<file path="config.mk">
export PLATFORM = sky130hd
export DESIGN_NAME = vga_sync_gen
export DESIGN_NICKNAME = d
export VERILOG_FILES = /design/src/rtl/vga_timing_pkg.sv /design/src/rtl/vga_wrap_counter.sv /design/src/rtl/vga_sync_gen.sv
export SDC_FILE = /design/constraint.sdc
export NUM_CORES = 1
export LEC_CHECK = 0
export ABC_AREA = 1
export CAP_MARGIN = 10
export CORE_UTILIZATION = 30
export CTS_BUF_LIST = sky130_fd_sc_hd__clkbuf_16
export CTS_CLUSTER_DIAMETER = 150
export DETAILED_ROUTE_END_ITERATION = 8
export PLACE_DENSITY_LB_ADDON = 0.15
export SLEW_MARGIN = 20
export SYNTH_ARGS = -nofsm -noshare
export SYNTH_HDL_FRONTEND = slang
export SYNTH_SLANG_ARGS = --single-unit
</file>
<file path="constraint.sdc">
create_clock -name clk_d -period 2.26 [get_ports clk_d]
set_input_delay 0.565 -clock clk_d [delete_from_list [all_inputs] [get_ports clk_d]]
set_output_delay 0.565 -clock clk_d [all_outputs]
set_load 0.01 [all_outputs]
</file>
<file path="src/rtl/vga_timing_pkg.sv">
// -----------------------------------------------------------------------------
// vga_timing_pkg
//   Shared raster timing constants for the 640x480@60 VGA mode.
//   vga_sync_gen uses these as parameter defaults. pixel_gen imports the same
//   active-area limits from here.
//   Contents: H_*/V_* porch/sync/active widths, derived totals and sync
//   window bounds, the sync polarity, the counter width and a small window
//   helper function.
// -----------------------------------------------------------------------------
package vga_timing_pkg;

    localparam int unsigned CNT_W    = 32'd10;

    localparam int unsigned H_ACTIVE = 32'd640;
    localparam int unsigned H_FP     = 32'd16;
    localparam int unsigned H_SYNC   = 32'd96;
    localparam int unsigned H_BP     = 32'd48;
    localparam int unsigned H_TOTAL  = H_ACTIVE + H_FP + H_SYNC + H_BP;

    localparam int unsigned V_ACTIVE = 32'd480;
    localparam int unsigned V_FP     = 32'd10;
    localparam int unsigned V_SYNC   = 32'd2;
    localparam int unsigned V_BP     = 32'd33;
    localparam int unsigned V_TOTAL  = V_ACTIVE + V_FP + V_SYNC + V_BP;

    // Sync windows are half-open: [start, end)
    localparam int unsigned H_SYNC_START = H_ACTIVE + H_FP;
    localparam int unsigned H_SYNC_END   = H_SYNC_START + H_SYNC;
    localparam int unsigned V_SYNC_START = V_ACTIVE + V_FP;
    localparam int unsigned V_SYNC_END   = V_SYNC_START + V_SYNC;

    // 0 = active-low sync, the 640x480 standard
    localparam logic SYNC_POL = 1'b0;

    // Unsigned half-open window test used for both sync decodes
    function automatic logic in_window(
        input logic [9:0] cnt,
        input logic [9:0] lo,
        input logic [9:0] hi
    );
        return (cnt >= lo) && (cnt < hi);
    endfunction

endpackage

</file>
<file path="src/rtl/vga_wrap_counter.sv">
// -----------------------------------------------------------------------------
// vga_wrap_counter
//   10-bit modulo counter: counts 0..MAX while en is high, then returns to 0.
//   Ports:
//     clk_d  in   pixel clock
//     rst_n  in   asynchronous active-low reset (count returns to 0)
//     en     in   advance enable
//     cnt    out  current count (registered)
//     wrap   out  high on the cycle where the count is at MAX and en is high,
//                 i.e. the count returns to 0 on the next edge
// -----------------------------------------------------------------------------
module vga_wrap_counter #(
    parameter int unsigned MAX = 32'd799
) (
    input  logic       clk_d,
    input  logic       rst_n,
    input  logic       en,
    output logic [9:0] cnt,
    output logic       wrap
);

    localparam logic [9:0] MAX_C = 10'(MAX);

    logic [9:0] cnt_q;
    logic [9:0] cnt_d;
    logic       at_max_s;

    assign at_max_s = (cnt_q == MAX_C);

    // Next count: hold, increment, or wrap to zero at MAX
    always_comb begin
        cnt_d = cnt_q;
        if (en) begin
            if (at_max_s) begin
                cnt_d = 10'd0;
            end else begin
                cnt_d = cnt_q + 10'd1;
            end
        end else begin
            cnt_d = cnt_q;
        end
    end

    // Count register
    always_ff @(posedge clk_d or negedge rst_n) begin
        if (!rst_n) begin
            cnt_q <= 10'd0;
        end else begin
            cnt_q <= cnt_d;
        end
    end

    assign cnt  = cnt_q;
    assign wrap = en && at_max_s;

endmodule

</file>
<file path="src/rtl/vga_sync_gen.sv">
// -----------------------------------------------------------------------------
// vga_sync_gen
//   Raster timing generator. Two chained wrap counters walk (h_cnt, v_cnt)
//   over the full raster. Every output is a register fed from a decode of the
//   counters, so all outputs carry the same 1-cycle latency and stay aligned
//   with each other.
//   Ports:
//     clk_d       in   pixel clock, counters advance every edge
//     rst_n       in   asynchronous active-low reset
//     hsync       out  horizontal sync (SYNC_POL_P when active)
//     vsync       out  vertical sync, whole lines (SYNC_POL_P when active)
//     video_on    out  inside the visible area
//     pixel_x     out  current column 0..H_TOTAL-1
//     pixel_y     out  current row 0..V_TOTAL-1
//     line_tick   out  pulse on last pixel of each line
//     frame_tick  out  pulse on last pixel of each frame
//     frame_cnt   out  frame counter, modulo 256, steps with frame_tick
// -----------------------------------------------------------------------------
module vga_sync_gen
    import vga_timing_pkg::*;
#(
    parameter int unsigned H_ACTIVE_P = H_ACTIVE,
    parameter int unsigned H_FP_P     = H_FP,
    parameter int unsigned H_SYNC_P   = H_SYNC,
    parameter int unsigned H_BP_P     = H_BP,
    parameter int unsigned V_ACTIVE_P = V_ACTIVE,
    parameter int unsigned V_FP_P     = V_FP,
    parameter int unsigned V_SYNC_P   = V_SYNC,
    parameter int unsigned V_BP_P     = V_BP,
    parameter logic        SYNC_POL_P = SYNC_POL
) (
    input  logic       clk_d,
    input  logic       rst_n,
    output logic       hsync,
    output logic       vsync,
    output logic       video_on,
    output logic [9:0] pixel_x,
    output logic [9:0] pixel_y,
    output logic       line_tick,
    output logic       frame_tick,
    output logic [7:0] frame_cnt
);

    // Totals must fit the 10-bit counters (<= 1024)
    localparam int unsigned H_TOTAL_P = H_ACTIVE_P + H_FP_P + H_SYNC_P + H_BP_P;
    localparam int unsigned V_TOTAL_P = V_ACTIVE_P + V_FP_P + V_SYNC_P + V_BP_P;

    localparam logic [9:0] H_ACT_C = 10'(H_ACTIVE_P);
    localparam logic [9:0] H_SS_C  = 10'(H_ACTIVE_P + H_FP_P);
    localparam logic [9:0] H_SE_C  = 10'(H_ACTIVE_P + H_FP_P + H_SYNC_P);
    localparam logic [9:0] V_ACT_C = 10'(V_ACTIVE_P);
    localparam logic [9:0] V_SS_C  = 10'(V_ACTIVE_P + V_FP_P);
    localparam logic [9:0] V_SE_C  = 10'(V_ACTIVE_P + V_FP_P + V_SYNC_P);

    logic [9:0] h_cnt_s;
    logic [9:0] v_cnt_s;
    logic       h_wrap_s;
    logic       v_wrap_s;

    logic       hsync_q,      hsync_d;
    logic       vsync_q,      vsync_d;
    logic       video_on_q,   video_on_d;
    logic [9:0] pixel_x_q,    pixel_x_d;
    logic [9:0] pixel_y_q,    pixel_y_d;
    logic       line_tick_q,  line_tick_d;
    logic       frame_tick_q, frame_tick_d;
    logic [7:0] frame_cnt_q,  frame_cnt_d;

    vga_wrap_counter #(
        .MAX (H_TOTAL_P - 32'd1)
    ) u_h_cnt (
        .clk_d (clk_d),
        .rst_n (rst_n),
        .en    (1'b1),
        .cnt   (h_cnt_s),
        .wrap  (h_wrap_s)
    );

    // v advances only at end of line, so its wrap marks the last pixel of the frame
    vga_wrap_counter #(
        .MAX (V_TOTAL_P - 32'd1)
    ) u_v_cnt (
        .clk_d (clk_d),
        .rst_n (rst_n),
        .en    (h_wrap_s),
        .cnt   (v_cnt_s),
        .wrap  (v_wrap_s)
    );

    // Output decode from the current counter position
    always_comb begin
        pixel_x_d    = h_cnt_s;
        pixel_y_d    = v_cnt_s;
        video_on_d   = (h_cnt_s < H_ACT_C) && (v_cnt_s < V_ACT_C);
        hsync_d      = in_window(h_cnt_s, H_SS_C, H_SE_C) ? SYNC_POL_P : ~SYNC_POL_P;
        vsync_d      = in_window(v_cnt_s, V_SS_C, V_SE_C) ? SYNC_POL_P : ~SYNC_POL_P;
        line_tick_d  = h_wrap_s;
        frame_tick_d = v_wrap_s;
        frame_cnt_d  = frame_cnt_q;
        if (v_wrap_s) begin
            frame_cnt_d = frame_cnt_q + 8'd1;
        end else begin
            frame_cnt_d = frame_cnt_q;
        end
    end

    // Output registers; sync lines reset to their inactive level
    always_ff @(posedge clk_d or negedge rst_n) begin
        if (!rst_n) begin
            hsync_q      <= ~SYNC_POL_P;
            vsync_q      <= ~SYNC_POL_P;
            video_on_q   <= 1'b0;
            pixel_x_q    <= 10'd0;
            pixel_y_q    <= 10'd0;
            line_tick_q  <= 1'b0;
            frame_tick_q <= 1'b0;
            frame_cnt_q  <= 8'd0;
        end else begin
            hsync_q      <= hsync_d;
            vsync_q      <= vsync_d;
            video_on_q   <= video_on_d;
            pixel_x_q    <= pixel_x_d;
            pixel_y_q    <= pixel_y_d;
            line_tick_q  <= line_tick_d;
            frame_tick_q <= frame_tick_d;
            frame_cnt_q  <= frame_cnt_d;
        end
    end

    assign hsync      = hsync_q;
    assign vsync      = vsync_q;
    assign video_on   = video_on_q;
    assign pixel_x    = pixel_x_q;
    assign pixel_y    = pixel_y_q;
    assign line_tick  = line_tick_q;
    assign frame_tick = frame_tick_q;
    assign frame_cnt  = frame_cnt_q;

endmodule

</file>
==> impl_metrics.tcl <==
set metrics [dict create \
    dpl-instance-area_um2 2750 \
    track_usage_pct 11.9 \
    worstPathBufferInverterCount 1 \
    pre_cts_ws_ns 0.669 \
    rows 31 \
    fin_tns_setup_ns 0 \
    wl_met3_um 164 \
    route.vias.total 1591 \
    hpwlAfterDp_mm 2.99 \
    route.final.wire_length_mm 4.17 \
    initial_core_util_pct 31.2 \
    avgSynthCellArea_um2 9.55 \
    hold_viol 0 \
    cap_violations 0 \
    p_per_area_nw_per_um2 628 \
    synth-seq-area-share_pct 58.4 \
    critPathCaptureType "output port" \
    ys_ff_latch 53 \
    core_um2 7290 \
    grt_max_degree 36 \
    ctsHoldBuffers 0 \
    crit_chain "clkdlybuf4s50_1" \
    wl_met1_mm 2.07 \
    crit_arrival_ns 1.33 \
    dieWidth_um 89.1 \
    port_buffers 34 \
    tightest_slew_ns 0.445 \
    cts_root_buf "clkbuf_16" \
    remaining_drc_errors 0 \
    cpLargestDelayFamily "buffers and inverters" \
    outcome "finished, final reports clean" \
    cts_resized 0 \
    gp_congestion 0.787 \
    wl_per_cell_um 11.0 \
    setup_slack_ns 0.364 \
    post-route-util_pct 40.0 \
    drtIter0Drc 96 \
    min_period_over_period_pct 83.9 \
    die-area_um2 7930 \
    final_common_cell "nand2_1" \
    synthCells 238 \
    hold_class "input pin to asynchronous set/reset pin" \
    relSlewSlack_pct 70.4 \
    rsz0062_at_grt "no" \
    cts_tree "yes" \
    ys_types 28 \
    critical_path_peak_fanout 1 \
    required_ns 1.69 \
    grt.overflow.total 0 \
    cts_buffers 5 \
    cp_slowest_cell "clkdlybuf4s50_1" \
    fp.dieH_um 89.1 \
    maxSlewViolCount 0 \
    fmax_ghz 0.528 \
    antenna_found_initial 0 \
    critPathLaunchType "register" \
    synth_area_um2 2270 \
    synthToLayoutAreaGrowth_pct 28.2 \
    clk_pin_slew_ns 0.07 \
    clock_skew_ns 0.00694 \
    clockBufferDepth 2 \
    wl_met2_mm 1.87 \
    path_class "register to output port" \
    diodes 0 \
    num_io_pins 35 \
    grt_pass1_vias 1525 \
    layout_common_cells "60 x nand2_1, 51 x dfrtp_1, 33 x clkdlybuf4s50_1" \
    grt_pass1_wl_mm 7.16 \
    fin_nets 286 \
    syn_nets 245 \
    final_antenna_net_count 0 \
    whs_ns 0.217 \
    irDropWorstVdd_mv 0.462 \
    drt_pass1_iterations 4 \
    htreeDepth 2 \
    slowest_delay_ns 0.53 \
    cts_sinks 53 \
    yosys_warnings 0 \
    finalSetupViolations 0 \
    fin_area_um2 2920 \
    period_minus_slack_ns 1.90 \
    p_leak_nw 1.44 \
    top_layer "met4" \
    viasPerCell 4.20 \
    insertion_delay_ns 0.29 \
    drive_gt1_share_pct 9.64 \
    cts_setup_buffers 0 \
]
[worst register-to-register path, stage by stage, from the launching register on]
cell     delay [ns]
dfrtp_1        0.41
ha_1           0.24
nand2_1        0.11
nor2_4         0.14
nand3_1        0.10
nor2_2         0.31
nand3_1        0.11
o21ai_0        0.10
[where the power goes]
part / total (mW) / leakage [nW] / internal [mW] / switching (mW)
logic: 0.0223 / 0.651 / 0.00410 / 0.0182
registers: 0.948 / 0.704 / 0.948 / 0
clock network: 0.859 / 0.0852 / 0.521 / 0.338
total: 1.83 / 1.44 / 1.47 / 0.356
[kinds of logic (layout without fill, tap and decap cells)]
kind of cell | Yosys count | in the layout | synth area share, %
AO/OA/AOI/OAI | 14 | 14 | 3.25
AND/OR/NAND/NOR | 121 | 121 | 25.2
buffers and inverters | 32 | 74 | 5.39
flip-flops | 53 | 53 | 58.4
adder cells (fa/ha/maj) | 5 | 5 | 2.75
XOR/XNOR | 13 | 13 | 5.01
[routing by layer]
layer / vias up / global-route usage (%)
li1: 829 / -
met1: 734 / 16.3
met5: - / 0
met2: 24 / 18.5
met4: 0 / 3.90
met3: 4 / 3.23
[registers in the layout (all words and copies together) (netlist names), 8 cells and up]
name,flops
pixel_x,10
u_v_cnt.cnt,10
u_h_cnt.cnt,10
frame_cnt,8
pixel_y,10
[synth_stat cells]
cell | n | share of area [%]
nand2_1 | 60 | 9.9
dfrtp_1 | 51 | 56
inv_1 | 27 | 4.5
nor2_1 | 24 | 4.0
nand3_1 | 13 | 2.9
xor2_1 | 11 | 4.2
o21ai_0 | 10 | 2.2
nand4_1 | 7 | 1.9
ha_1 | 5 | 2.8
nand2_2 | 4 | 1.1
nor2_2 | 3 | 0.83
a21oi_1 | 2 | 0.44
dfstp_2 | 2 | 2.3
inv_2 | 2 | 0.33
nor2_4 | 2 | 0.99
nor3_1 | 2 | 0.44
xnor2_1 | 2 | 0.77
buf_2 | 1 | 0.22
clkinv_1 | 1 | 0.16
clkinv_2 | 1 | 0.22
nand3_2 | 1 | 0.44
nand3b_1 | 1 | 0.33
nand4_4 | 1 | 0.94
nor2_8 | 1 | 0.88
nor4_1 | 1 | 0.28
o211ai_1 | 1 | 0.33
o22ai_1 | 1 | 0.28
or2_2 | 1 | 0.28
[stage by stage]
step,total power [mW],std cells
finish,1.83,379
global route,1.90,379
floorplan,0.967,238
CTS,1.85,379
global placement,0.990,371
detailed placement,0.991,371
[area by class of cell]
class	count	area, um^2
clock buffers	5	125
inverters	31	118
repair buffers	35	355
clock inverters	3	42.5
well taps	99	124
flip-flops and latches	53	1330
fillers	745	4380
multi-input cells	153	822
[final timing paths]
| check | from | endpoint | slack, ns | cells after the start |
|---|---|---|---|---|
| max | hsync | hsync | 0.36 | 1 |
| min | rst_n | frame_cnt[4] | 0.22 | 1 |
| max reg2reg | u_h_cnt.cnt[0] | u_v_cnt.cnt[1] | 0.67 | 7 |
| min reg2reg | u_v_cnt.cnt[0] | pixel_y[0] | 0.43 | 0 |
| max in group asynchronous | rst_n | hsync | 1.45 | 2 |
| min in group clk_d | u_v_cnt.cnt[0] | pixel_y[0] | 0.43 | 0 |
Note: power is estimated with default switching activity, not from simulation.
